File: config.mk
export PLATFORM = sky130hd
export DESIGN_NAME = sdram_refresh_timer
export DESIGN_NICKNAME = d
export VERILOG_FILES = /design/src/rtl/sdram_refresh_timer.sv
export SDC_FILE = /design/constraint.sdc
export NUM_CORES = 1
export LEC_CHECK = 0
export ABC_AREA = 1
export CORE_MARGIN = 1.5
export CORE_UTILIZATION = 40
export DETAILED_ROUTE_END_ITERATION = 7
export GPL_TIMING_DRIVEN = 0
export PLACE_DENSITY = 0.69
export SLEW_MARGIN = 20
export SYNTH_ARGS = -nofsm -noshare
export SYNTH_HDL_FRONTEND = slang
export SYNTH_SLANG_ARGS = --single-unit
File: constraint.sdc
create_clock -name CLK7 -period 1.53 [get_ports CLK7]
set_input_delay 0.3825 -clock CLK7 [delete_from_list [all_inputs] [get_ports CLK7]]
set_output_delay 0.3825 -clock CLK7 [all_outputs]
set_load 0.02 [all_outputs]
File: src/rtl/sdram_refresh_timer.sv
// CLK7-domain refresh scheduler: counts ticks since the last AUTOREFRESH and raises graded
// REQ/URGENT/OVERDUE levels. Optional opportunistic EARLY request enabled by REFRESH_EARLY_EN.
`timescale 1ns / 100ps

module sdram_refresh_timer #(
    parameter int unsigned CNT_W         = 8,
    parameter int unsigned REQ_COUNT     = 52,
    parameter int unsigned URGENT_COUNT  = 56,
    parameter int unsigned OVERDUE_COUNT = 60,
    parameter int unsigned EARLY_COUNT   = 40
) (
    input  logic             CLK7,
    input  logic             REF_RESET,
    input  logic             RAM_CONFIGURED,
    input  logic             nRAS0,
    input  logic             nRAS1,
    output logic             REFRESH_REQ,
    output logic             REFRESH_URGENT,
    output logic             REFRESH_OVERDUE,
    output logic [CNT_W-1:0] REF_COUNT,
    output logic [2:0]       REF_STATE
);

`ifdef REFRESH_EARLY_EN
    typedef enum logic [2:0] {
        StIdle    = 3'b000,
        StCount   = 3'b001,
        StReq     = 3'b010,
        StUrgent  = 3'b011,
        StOverdue = 3'b100,
        StEarly   = 3'b101
    } state_e;
`else
    typedef enum logic [2:0] {
        StIdle    = 3'b000,
        StCount   = 3'b001,
        StReq     = 3'b010,
        StUrgent  = 3'b011,
        StOverdue = 3'b100
    } state_e;
`endif

    localparam logic [CNT_W-1:0] CntSat     = '1;
    localparam logic [CNT_W-1:0] ReqThr     = CNT_W'(REQ_COUNT);
    localparam logic [CNT_W-1:0] UrgentThr  = CNT_W'(URGENT_COUNT);
    localparam logic [CNT_W-1:0] OverdueThr = CNT_W'(OVERDUE_COUNT);

    // Elaboration-time ordering checks on the thresholds.
    if (CNT_W < 1 || CNT_W > 31) begin : g_bad_width
        $error("sdram_refresh_timer: CNT_W must be in 1..31");
    end
    if (!(REQ_COUNT < URGENT_COUNT && URGENT_COUNT < OVERDUE_COUNT)) begin : g_bad_order
        $error("sdram_refresh_timer: need REQ_COUNT < URGENT_COUNT < OVERDUE_COUNT");
    end
    if (longint'(OVERDUE_COUNT) >= (longint'(1) << CNT_W)) begin : g_bad_range
        $error("sdram_refresh_timer: OVERDUE_COUNT must be below 2**CNT_W");
    end

    // RAM_CONFIGURED synchronizer
    logic cfg_meta_q, cfg_s_q;

    always_ff @(posedge CLK7 or posedge REF_RESET) begin
        if (REF_RESET) begin
            cfg_meta_q <= 1'b0;
            cfg_s_q    <= 1'b0;
        end else begin
            cfg_meta_q <= RAM_CONFIGURED;
            cfg_s_q    <= cfg_meta_q;
        end
    end

`ifdef REFRESH_EARLY_EN
    localparam logic [CNT_W-1:0] EarlyThr = CNT_W'(EARLY_COUNT);

    if (!(EARLY_COUNT < REQ_COUNT)) begin : g_bad_early
        $error("sdram_refresh_timer: need EARLY_COUNT < REQ_COUNT");
    end

    logic idle_meta_q, idle_s_q, idle_hist_q;
    logic agnus_idle_ok;

    always_ff @(posedge CLK7 or posedge REF_RESET) begin
        if (REF_RESET) begin
            idle_meta_q <= 1'b0;
            idle_s_q    <= 1'b0;
            idle_hist_q <= 1'b0;
        end else begin
            idle_meta_q <= nRAS0 & nRAS1;
            idle_s_q    <= idle_meta_q;
            idle_hist_q <= idle_s_q;
        end
    end

    // Agnus idle seen on two consecutive synchronized samples.
    assign agnus_idle_ok = idle_s_q & idle_hist_q;
`else
    localparam int unsigned unused_early_count = EARLY_COUNT;
    logic unused_nras;
    assign unused_nras = nRAS0 & nRAS1;
`endif

    // Interval counter and FSM
    state_e           state_q, state_d;
    logic [CNT_W-1:0] count_q, count_d;
    logic             req_q, req_d;
    logic             urgent_q, urgent_d;
    logic             overdue_q, overdue_d;

    always_comb begin
        state_d = state_q;
        count_d = count_q;

        if (!cfg_s_q) begin
            state_d = StIdle;
            count_d = '0;
        end else begin
            if (count_q != CntSat) begin
                count_d = count_q + 1'b1;
            end

            // Thresholds are compared against the next count so outputs track REF_COUNT.
            unique case (state_q)
                StIdle: begin
                    state_d = StCount;
                end
                StCount: begin
                    if (count_d >= ReqThr) begin
                        state_d = StReq;
`ifdef REFRESH_EARLY_EN
                    end else if (count_d >= EarlyThr && agnus_idle_ok) begin
                        state_d = StEarly;
`endif
                    end
                end
`ifdef REFRESH_EARLY_EN
                StEarly: begin
                    if (count_d >= ReqThr) begin
                        state_d = StReq;
                    end
                end
`endif
                StReq: begin
                    if (count_d >= UrgentThr) begin
                        state_d = StUrgent;
                    end
                end
                StUrgent: begin
                    if (count_d >= OverdueThr) begin
                        state_d = StOverdue;
                    end
                end
                StOverdue: begin
                    state_d = StOverdue;
                end
                default: begin
                    state_d = StIdle;
                end
            endcase
        end
    end

    always_comb begin
        req_d     = 1'b0;
        urgent_d  = 1'b0;
        overdue_d = 1'b0;

        unique case (state_d)
`ifdef REFRESH_EARLY_EN
            StEarly: begin
                req_d = 1'b1;
            end
`endif
            StReq: begin
                req_d = 1'b1;
            end
            StUrgent: begin
                req_d    = 1'b1;
                urgent_d = 1'b1;
            end
            StOverdue: begin
                req_d     = 1'b1;
                urgent_d  = 1'b1;
                overdue_d = 1'b1;
            end
            default: begin
                req_d = 1'b0;
            end
        endcase
    end

    always_ff @(posedge CLK7 or posedge REF_RESET) begin
        if (REF_RESET) begin
            state_q   <= StIdle;
            count_q   <= '0;
            req_q     <= 1'b0;
            urgent_q  <= 1'b0;
            overdue_q <= 1'b0;
        end else begin
            state_q   <= state_d;
            count_q   <= count_d;
            req_q     <= req_d;
            urgent_q  <= urgent_d;
            overdue_q <= overdue_d;
        end
    end

    assign REFRESH_REQ     = req_q;
    assign REFRESH_URGENT  = urgent_q;
    assign REFRESH_OVERDUE = overdue_q;
    assign REF_COUNT       = count_q;
    assign REF_STATE       = state_q;

endmodule

==> metrics.txt, run 1 <==
# TYPE chip_impl_metric gauge
chip_impl_info{name="outcome",value="finished, violations left"} 1
chip_impl_info{name="violations",value="setup timing"} 1
chip_impl_metric{name="placed_cell_area",unit="sq mm"} 0.00105
chip_impl_metric{name="clock_network_fraction_of_total_power",unit=""} 0.349
chip_impl_metric{name="place_congestion",unit=""} 0.795
chip_impl_metric{name="drt-wirelength-per-cell",unit="um"} 11.7
chip_impl_metric{name="synth_enable_flop_cells",unit=""} 0
chip_impl_metric{name="cts_buffer_depth",unit=""} 2
chip_impl_metric{name="sequentialPowerShare",unit=""} 0.555
chip_impl_metric{name="grt_start_max_net_pins",unit=""} 17
chip_impl_metric{name="met1_layer_usage_reported_by_global_route",unit=""} 0.211
chip_impl_metric{name="synth_area_per_cell",unit="sq um"} 7.79
chip_impl_metric{name="final_wirelength",unit="um"} 1870
chip_impl_info{name="busiest_layer",value="met2"} 1
chip_impl_metric{name="clk_transition_reported_paths",unit="ns"} 0.09
chip_impl_metric{name="chipHeight",unit="um"} 48.6
chip_impl_metric{name="nFillCells",unit=""} 194
chip_impl_info{name="clock_tree_from_tritoncts",value="yes"} 1
chip_impl_metric{name="detailedPlacementHpwl",unit="um"} 1250
chip_impl_metric{name="met2_usage",unit=""} 0.304
chip_impl_info{name="rsz0062_at_grt",value="true"} 1
chip_impl_metric{name="hold_path_depth",unit=""} 0
chip_impl_metric{name="drc",unit=""} 0
chip_impl_metric{name="synth-warning-count",unit=""} 0
chip_impl_info{name="timing_worst_setup_path_type",value="register to register"} 1
chip_impl_metric{name="placementRows",unit=""} 16
chip_impl_metric{name="max-vdd-ir-drop",unit="mV"} 0.712
chip_impl_metric{name="io_buffers",unit=""} 16
chip_impl_metric{name="layout-area-overhead-vs-synth",unit="%"} 42.2
chip_impl_metric{name="r2r_setup_slk",unit="ns"} -0.09
chip_impl_info{name="timing.critical_path.slowest_stage_cell",value="sky130_fd_sc_hd__dfrtp_2"} 1
chip_impl_metric{name="first_pass_iters",unit=""} 4
chip_impl_metric{name="cpPeakStageDelay",unit="ns"} 0.44
chip_impl_metric{name="finalNetCount",unit=""} 140
chip_impl_metric{name="syn_std_cell_area",unit="sq um"} 833
chip_impl_metric{name="yosysUniqueCellTypes",unit=""} 18
chip_impl_metric{name="cts-buffers-inserted",unit=""} 3
chip_impl_metric{name="start_util",unit=""} 0.425
chip_impl_metric{name="arrival",unit="ns"} 1.80
chip_impl_metric{name="post-route-worst-setup-slack",unit="ns"} -0.0883
chip_impl_metric{name="non_filler_cells_final",unit=""} 160
chip_impl_info{name="yosysTopAreaCell",value="sky130_fd_sc_hd__dfrtp_1"} 1
chip_impl_metric{name="timing.setup.tns",unit="ns"} -0.332
chip_impl_metric{name="clk_latency",unit="ns"} 0.29
chip_impl_info{name="ys_top_cells_by_area",value="sky130_fd_sc_hd__dfrtp_1 48%, sky130_fd_sc_hd__nand2_1 12%, sky130_fd_sc_hd__nand3_1 9.6%"} 1
chip_impl_info{name="path_cells",value="ha_4, nand2_4, inv_4, nor2_1, nand3_1, nand2_1, nand2_1, inv_2, nand2_1, nand2_1, o31ai_2, nand2_2, nand2_1"} 1
chip_impl_metric{name="design.die.area",unit="sq mm"} 0.00237
chip_impl_metric{name="drv_cap",unit=""} 0
chip_impl_metric{name="max_slew_margin",unit=""} 0.587
chip_impl_metric{name="reg2regPathDepth",unit=""} 13
chip_impl_metric{name="globalRouteTotalUtil",unit=""} 0.176
chip_impl_info{name="synth_top_cells_by_count",value="27 x sky130_fd_sc_hd__nand2_1, 16 x sky130_fd_sc_hd__dfrtp_1, 16 x sky130_fd_sc_hd__nand3_1"} 1
chip_impl_metric{name="combPwrFrac",unit=""} 0.096
chip_impl_metric{name="total_switching_power",unit="W"} 0.000200
chip_impl_metric{name="detail_route.iter0.violations",unit=""} 13
chip_impl_metric{name="period_minus_slack",unit="ns"} 1.62
chip_impl_metric{name="detailedPlace.worstSlack",unit="ns"} -0.188
chip_impl_metric{name="wire_length_of_the_first_global_routing_pass",unit="um"} 3260
chip_impl_metric{name="placed_cells_incl_taps",unit=""} 150
chip_impl_info{name="cts_root_buf",value="sky130_fd_sc_hd__clkbuf_4"} 1
chip_impl_metric{name="antenna_cells_inserted",unit=""} 0
chip_impl_info{name="synth_top_flop_cell",value="sky130_fd_sc_hd__dfrtp_1"} 1
chip_impl_metric{name="drt.antenna.violating_nets",unit=""} 0
chip_impl_metric{name="p_leak",unit="nW"} 0.658
chip_impl_metric{name="timing.hold.ws",unit="ns"} 0.360
chip_impl_info{name="post-synth-top-count-cell",value="sky130_fd_sc_hd__nand2_1"} 1
chip_impl_metric{name="groute.layer.met3.usage",unit=""} 0.0432
chip_impl_metric{name="viasPerCell",unit=""} 4.96
chip_impl_metric{name="clock.fmax",unit="MHz"} 618
chip_impl_info{name="crit_family",value="simple AND/OR/NAND/NOR gates"} 1
chip_impl_metric{name="synth_seq_cells",unit=""} 16
chip_impl_metric{name="power.internal",unit="W"} 0.000611
chip_impl_info{name="worst_setup_path_end_kind",value="register"} 1
chip_impl_metric{name="fin_skew",unit="ns"} 0.00512
chip_impl_info{name="crit_path_frequent_cell",value="sky130_fd_sc_hd__nand2_1"} 1
chip_impl_metric{name="boundaryPins",unit=""} 19
chip_impl_info{name="setup.worst_path.start_class",value="register"} 1
chip_impl_metric{name="via_count_of_the_first_global_routing_pass",unit=""} 770
chip_impl_metric{name="synth-seq-area-share",unit=""} 0.480
chip_impl_metric{name="cp_num_cells",unit=""} 13
chip_impl_metric{name="grt_overflow",unit=""} 0
chip_impl_metric{name="coreArea",unit="sq mm"} 0.00196
chip_impl_metric{name="die-width",unit="um"} 48.6
chip_impl_metric{name="final-hold-violation-count",unit=""} 0
chip_impl_metric{name="setup_viol",unit=""} 6
chip_impl_metric{name="worst-slew-pin-transition",unit="ns"} 0.618
chip_impl_metric{name="number_of_hold_repair_buffers_added_at_the_cts_stage",unit=""} 0
chip_impl_metric{name="fraction_of_post_synthesis_cell_area_in_the_top_cell_type_by_area",unit=""} 0.480
chip_impl_metric{name="htreeDepth",unit=""} 1
chip_impl_metric{name="cp_max_fo",unit=""} 4
chip_impl_info{name="hp-class",value="register to register"} 1
chip_impl_metric{name="drv_slew",unit=""} 0
chip_impl_metric{name="drive_above_1_share",unit=""} 0.338
chip_impl_metric{name="initial_antenna_violation_count",unit=""} 0
chip_impl_metric{name="power_per_cell_area",unit="mW/mm^2"} 684
chip_impl_metric{name="routed-via-count",unit=""} 794
chip_impl_metric{name="cp.required",unit="ns"} 1.71
chip_impl_metric{name="stdcell_area",unit="sq mm"} 0.00118
chip_impl_metric{name="postSynthNetCount",unit=""} 113
chip_impl_metric{name="critical_path_buffers_and_inverters",unit=""} 2
chip_impl_metric{name="postSynth.asyncResetShare",unit=""} 1.00
chip_impl_metric{name="post-route-period-util",unit=""} 1.06
chip_impl_metric{name="synthCells",unit=""} 107
chip_impl_metric{name="power_switching_share",unit=""} 0.246
chip_impl_metric{name="sink_count",unit=""} 16
==> routing by layer <==
| layer | vias to the layer above | wire length (um) |
|---|---|---|
| met2 | 18 | 928 |
| met5 | - | 0 |
| li1 | 394 | - |
| met1 | 380 | 831 |
| met3 | 2 | 99 |
| met4 | 0 | 12 |
==> kinds of logic (layout without fill, tap and decap cells) <==
| group | after synthesis | after routing | synth area share |
|---|---|---|---|
| xor gates and xnor gates | 1 | 1 | 0.0105 |
| adders and majority gates | 1 | 1 | 0.0150 |
| DFF | 16 | 16 | 0.480 |
| buffers and inverters | 17 | 43 | 0.0856 |
| AOI/OAI and AO/OA | 12 | 12 | 0.0871 |
| and+or+nand+nor | 60 | 60 | 0.321 |
==> layout by cell type, fill, tap and decap left out, drive strengths merged, types with 3 or more instances in the layout <==
| master | Yosys | final |
|---|---|---|
| o21ai | 3 | 3 |
| nand3 | 16 | 16 |
| dlygate4sd2 | 0 | 11 |
| buf | 1 | 9 |
| a21oi | 5 | 5 |
| nand2 | 31 | 31 |
| inv | 16 | 16 |
| dfrtp | 16 | 16 |
| clkbuf | 0 | 4 |
| nor2 | 12 | 12 |
==> registers in the layout, summed over array words and instances (netlist names) <==
name / count
REF_COUNT: 8
REF_STATE: 3
REFRESH_REQ: 1
REFRESH_OVERDUE: 1
cfg_s_q: 1
REFRESH_URGENT: 1
cfg_meta_q: 1
==> power by group through the flow <==
stage	registers, W	logic, W	clock network (W)
after floorplan	0.000467	0.0000294	0
after global placement	0.000460	0.0000657	0
after detailed placement	0.000461	0.0000670	0
after CTS	0.000449	0.0000813	0.000297
after global routing	0.000453	0.0000861	0.000317
final	0.000450	0.0000779	0.000283
==> path summary, 6_finish.rpt <==
kind,from,end
max,REF_COUNT[0],REFRESH_REQ
min,cfg_meta_q,cfg_s_q
max reg2reg,REF_COUNT[0],REFRESH_REQ
min reg2reg,cfg_meta_q,cfg_s_q
max in group asynchronous,REF_RESET,REF_COUNT[1]
min in group asynchronous,REF_RESET,REF_STATE[1]
==> layout make-up <==
type | count | area [sq um] | area share
multi-input combinational | 74 | 453 | 0.382
sequential | 16 | 407 | 0.343
timing repair buffer | 22 | 181 | 0.153
inverter | 16 | 62.6 | 0.0528
clock buffer | 4 | 36.3 | 0.0306
tap | 27 | 33.8 | 0.0285
buffer | 1 | 11.3 | 0.00950
==> per-stage QoR <==
step	power [W]	util
floorplan	0.000497	-
global placement	0.000526	0.536
detailed placement	0.000528	0.536
finish	0.000811	0.604
global route	0.000856	0.604
CTS	0.000827	0.594
==> what timing repair did <==
item                       4_1_cts  5_1_grt
cloned                           0        0
gates resized for setup         34        9
pin swaps                        6        6
setup endpoints to repair       20       11
setup buffers                    5        1
(Power assumes the default switching activity.)
==> inputs of run 2 (changes only) <==
ABC_AREA = not set   (was 1)
CORE_ASPECT_RATIO = 0.6   (was not set)
PLACE_DENSITY = 0.67   (was 0.69)
==> run 2 against run 1 <==
  * The flow still finishes with violations (setup timing)
  * Synthesized area is 10% higher
  * Fmax decreased by 10%
  * Core utilization shrank 2.6 points
  * Clock power is 38% higher
  * Final area is 5.6% higher
  * Largest power group unchanged
==> metrics.txt, run 2 <==
# TYPE chip_impl_metric gauge
chip_impl_metric{name="chipHeight",unit="um"} 40.1
chip_impl_metric{name="cp.required",unit="ns"} 1.67
chip_impl_metric{name="post-route-worst-setup-slack",unit="ns"} -0.269
chip_impl_metric{name="drive_above_1_share",unit=""} 0.281
chip_impl_info{name="yosysTopAreaCell",value="sky130_fd_sc_hd__dfrtp_1"} 1
chip_impl_metric{name="area_taken_by_flip_flops_and_latches",unit="sq um"} 404
chip_impl_metric{name="drv_cap",unit=""} 0
chip_impl_metric{name="wire_length_of_the_first_global_routing_pass",unit="um"} 3240
chip_impl_metric{name="combPwrFrac",unit=""} 0.110
chip_impl_metric{name="max-vdd-ir-drop",unit="mV"} 0.601
chip_impl_info{name="synth_top_cells_by_count",value="16 x sky130_fd_sc_hd__dfrtp_1, 9 x sky130_fd_sc_hd__a21oi_1, 8 x sky130_fd_sc_hd__nand2_1"} 1
chip_impl_metric{name="final_wirelength",unit="um"} 2120
chip_impl_metric{name="synthCells",unit=""} 96
chip_impl_metric{name="design.die.area",unit="sq mm"} 0.00261
chip_impl_metric{name="viasPerCell",unit=""} 5.40
chip_impl_metric{name="max_slew_margin",unit=""} 0.601
chip_impl_info{name="violations",value="setup timing"} 1
chip_impl_metric{name="synth_area_per_cell",unit="sq um"} 9.58
chip_impl_info{name="worst_setup_path_end_kind",value="register"} 1
chip_impl_info{name="rsz0062_at_grt",value="true"} 1
chip_impl_metric{name="synth-warning-count",unit=""} 0
chip_impl_metric{name="arrival",unit="ns"} 1.94
chip_impl_metric{name="finalCoreUtilization",unit=""} 0.578
chip_impl_metric{name="via_count_of_the_first_global_routing_pass",unit=""} 701
chip_impl_info{name="synth_top_flop_cell",value="sky130_fd_sc_hd__dfrtp_1"} 1
chip_impl_metric{name="number_of_hold_repair_buffers_added_at_the_cts_stage",unit=""} 0
chip_impl_metric{name="synth_seq_cells",unit=""} 16
chip_impl_metric{name="routed-via-count",unit=""} 815
chip_impl_metric{name="sequentialPowerShare",unit=""} 0.475
chip_impl_metric{name="cp_max_fo",unit=""} 4
chip_impl_metric{name="cts-buffers-inserted",unit=""} 3
chip_impl_metric{name="drt.antenna.violating_nets",unit=""} 0
chip_impl_metric{name="sink_count",unit=""} 16
chip_impl_metric{name="die-width",unit="um"} 64.9
chip_impl_metric{name="power_per_cell_area",unit="mW/mm^2"} 751
chip_impl_metric{name="placed_cell_area",unit="sq mm"} 0.00114
chip_impl_metric{name="postSynthNetCount",unit=""} 102
chip_impl_metric{name="placementRows",unit=""} 13
chip_impl_info{name="cts_root_buf",value="sky130_fd_sc_hd__clkbuf_8"} 1
chip_impl_metric{name="post-route-period-util",unit=""} 1.18
chip_impl_metric{name="worst-slew-pin-transition",unit="ns"} 0.598
chip_impl_metric{name="start_util",unit=""} 0.425
chip_impl_info{name="most-common-layout-cells",value="13 x sky130_fd_sc_hd__dfrtp_1, 12 x sky130_fd_sc_hd__dlygate4sd2_1, 8 x sky130_fd_sc_hd__nand2_1, 7 x sky130_fd_sc_hd__buf_4, 7 x sky130_fd_sc_hd__a21oi_1"} 1
chip_impl_metric{name="drt-wirelength-per-cell",unit="um"} 14.0
chip_impl_metric{name="setup_viol",unit=""} 6
chip_impl_metric{name="final-hold-violation-count",unit=""} 0
chip_impl_metric{name="drc",unit=""} 0
chip_impl_metric{name="total_switching_power",unit="W"} 0.000230
chip_impl_info{name="timing_worst_setup_path_type",value="register to register"} 1
chip_impl_metric{name="multi_input_comb_area",unit="sq um"} 509
chip_impl_info{name="setup.worst_path.start_class",value="register"} 1
chip_impl_metric{name="synth_enable_flop_cells",unit=""} 0
chip_impl_metric{name="clock.fmax",unit="MHz"} 556
chip_impl_info{name="mostFrequentLayoutCell",value="sky130_fd_sc_hd__dfrtp_1"} 1
chip_impl_metric{name="largest_reg_flops",unit=""} 8
chip_impl_metric{name="antenna_cells_inserted",unit=""} 0
chip_impl_info{name="hp-class",value="register to register"} 1
chip_impl_info{name="post-synth-top-count-cell",value="sky130_fd_sc_hd__dfrtp_1"} 1
chip_impl_metric{name="yosysUniqueCellTypes",unit=""} 37
chip_impl_metric{name="first_pass_iters",unit=""} 4
chip_impl_metric{name="place_congestion",unit=""} 0.805
chip_impl_metric{name="period_minus_slack",unit="ns"} 1.80
chip_impl_metric{name="stdcell_area",unit="sq mm"} 0.00125
chip_impl_metric{name="power.internal",unit="W"} 0.000710
chip_impl_metric{name="fraction_of_post_synthesis_cell_area_in_the_top_cell_type_by_area",unit=""} 0.435
chip_impl_info{name="ys_top_cells_by_area",value="sky130_fd_sc_hd__dfrtp_1 44%, sky130_fd_sc_hd__a21oi_1 4.9%, sky130_fd_sc_hd__nand2_1 3.3%"} 1
chip_impl_metric{name="synth-seq-area-share",unit=""} 0.435
chip_impl_metric{name="io_buffers",unit=""} 16
chip_impl_metric{name="detail_route.iter0.violations",unit=""} 37
chip_impl_metric{name="coreArea",unit="sq mm"} 0.00216
chip_impl_metric{name="fin_skew",unit="ns"} 0.0115
chip_impl_metric{name="grt_overflow",unit=""} 0
chip_impl_metric{name="clk_latency",unit="ns"} 0.26
chip_impl_metric{name="grt_start_max_net_pins",unit=""} 17
chip_impl_metric{name="htreeDepth",unit=""} 1
chip_impl_info{name="outcome",value="finished, violations left"} 1
chip_impl_metric{name="finalNetCount",unit=""} 128
chip_impl_metric{name="p_leak",unit="nW"} 0.598
chip_impl_metric{name="clock_network_fraction_of_total_power",unit=""} 0.415
chip_impl_metric{name="cts_buffer_depth",unit=""} 2
chip_impl_metric{name="postSynth.asyncResetShare",unit=""} 1.00
chip_impl_metric{name="layout-area-overhead-vs-synth",unit="%"} 36.1
chip_impl_metric{name="syn_std_cell_area",unit="sq um"} 920
chip_impl_metric{name="globalRouteTotalUtil",unit=""} 0.181
chip_impl_metric{name="detailedPlacementHpwl",unit="um"} 1370
chip_impl_metric{name="clk_transition_reported_paths",unit="ns"} 0.06
chip_impl_metric{name="drv_slew",unit=""} 0
chip_impl_metric{name="power_switching_share",unit=""} 0.245
chip_impl_metric{name="initial_antenna_violation_count",unit=""} 0
chip_impl_metric{name="boundaryPins",unit=""} 19
chip_impl_metric{name="nFillCells",unit=""} 191
chip_impl_info{name="clock_tree_from_tritoncts",value="yes"} 1
[run 2: cell types whose count changed after synthesis, moves of 3 or more]
cell	previous run	this run
sky130_fd_sc_hd__and2_1	0	3
sky130_fd_sc_hd__nand2_1	27	8
sky130_fd_sc_hd__inv_1	14	6
sky130_fd_sc_hd__xor2_1	0	3
sky130_fd_sc_hd__nand3_1	16	4
sky130_fd_sc_hd__a21oi_1	5	9
sky130_fd_sc_hd__nor2_1	10	5
sky130_fd_sc_hd__nand2_2	4	0
sky130_fd_sc_hd__buf_2	0	4
sky130_fd_sc_hd__clkbuf_1	0	3
[run 2: cell type report]
| type | count | area share |
|---|---|---|
| buffer | 7 | 0.0300 |
| clock buffer | 4 | 0.0440 |
| inverter | 6 | 0.0180 |
| multi-input combinational | 66 | 0.407 |
| sequential | 16 | 0.323 |
| tap | 30 | 0.0300 |
| timing repair buffer | 22 | 0.148 |
[run 2: logic make-up (layout without fill, tap and decap cells)]
logic type	count (synthesis)	in the layout	synth area share
DFF	16	16	0.435
xor gates and xnor gates	4	4	0.0381
AOI/OAI and AO/OA	30	30	0.235
and+or+nand+nor	30	30	0.200
adders and majority gates	1	1	0.0136
muxes	1	1	0.0109
buffers and inverters	14	39	0.0667
[run 2: stage by stage]
stage / worst slack [ns] / total power (W) / instances / hold slack [ns] / setup TNS [ns]
6_report: -0.269 / 0.000939 / 151 / 0.350 / -1.09
3_5_place_dp: -0.408 / 0.000546 / 142 / 0.342 / -2.12
3_3_place_gp: -0.410 / 0.000546 / 142 / 0.337 / -2.15
5_1_grt: -0.311 / 0.000979 / 151 / 0.367 / -1.58
2_1_floorplan: -0.344 / 0.000513 / 96 / 0.296 / -1.72
4_1_cts: -0.269 / 0.000946 / 151 / 0.355 / -1.18
[run 2: metal layers]
layer / routed length (um) / vias up / track usage
li1: - / 404 / -
met1: 1130 / 388 / 0.243
met2: 863 / 18 / 0.245
met3: 86 / 5 / 0.0590
met4: 42 / 0 / 0.133
met5: 0 / - / 0
[run 2: critical path, cell delays in order, from the launching register on]
cell                       delay, ns
sky130_fd_sc_hd__dfrtp_2        0.44
sky130_fd_sc_hd__and4_4         0.20
sky130_fd_sc_hd__and3_4         0.16
sky130_fd_sc_hd__or3_4          0.39
sky130_fd_sc_hd__a2111o_1       0.37
sky130_fd_sc_hd__o211a_1        0.13
[run 2: path summary, 6_finish.rpt]
check                                  start            to  slack, ns  cells after the start
worst max register to register  REF_COUNT[1]  REF_STATE[0]      -0.27                      5
min in group asynchronous          REF_RESET  REF_COUNT[3]       0.48                      2
worst min-delay path              cfg_meta_q       cfg_s_q       0.35                      0
max in group asynchronous          REF_RESET  REF_COUNT[0]       0.62                      2
worst max-delay path            REF_COUNT[1]  REF_STATE[0]      -0.27                      5
worst min register to register    cfg_meta_q       cfg_s_q       0.35                      0
[run 2: power by group through the flow]
stage | Sequential, W | Clock [W] | Combinational (W)
2_1_floorplan | 0.000465 | 0 | 0.0000474
3_3_place_gp | 0.000458 | 0 | 0.0000877
3_5_place_dp | 0.000458 | 0 | 0.0000873
4_1_cts | 0.000445 | 0.000399 | 0.000101
5_1_grt | 0.000448 | 0.000417 | 0.000115
6_report | 0.000446 | 0.000390 | 0.000104
[run 2: timing repair]
action	in CTS	in global routing
gates resized for setup	18	11
pin swaps	6	3
endpoints found under the setup margin	24	8
buffers inserted	6	0
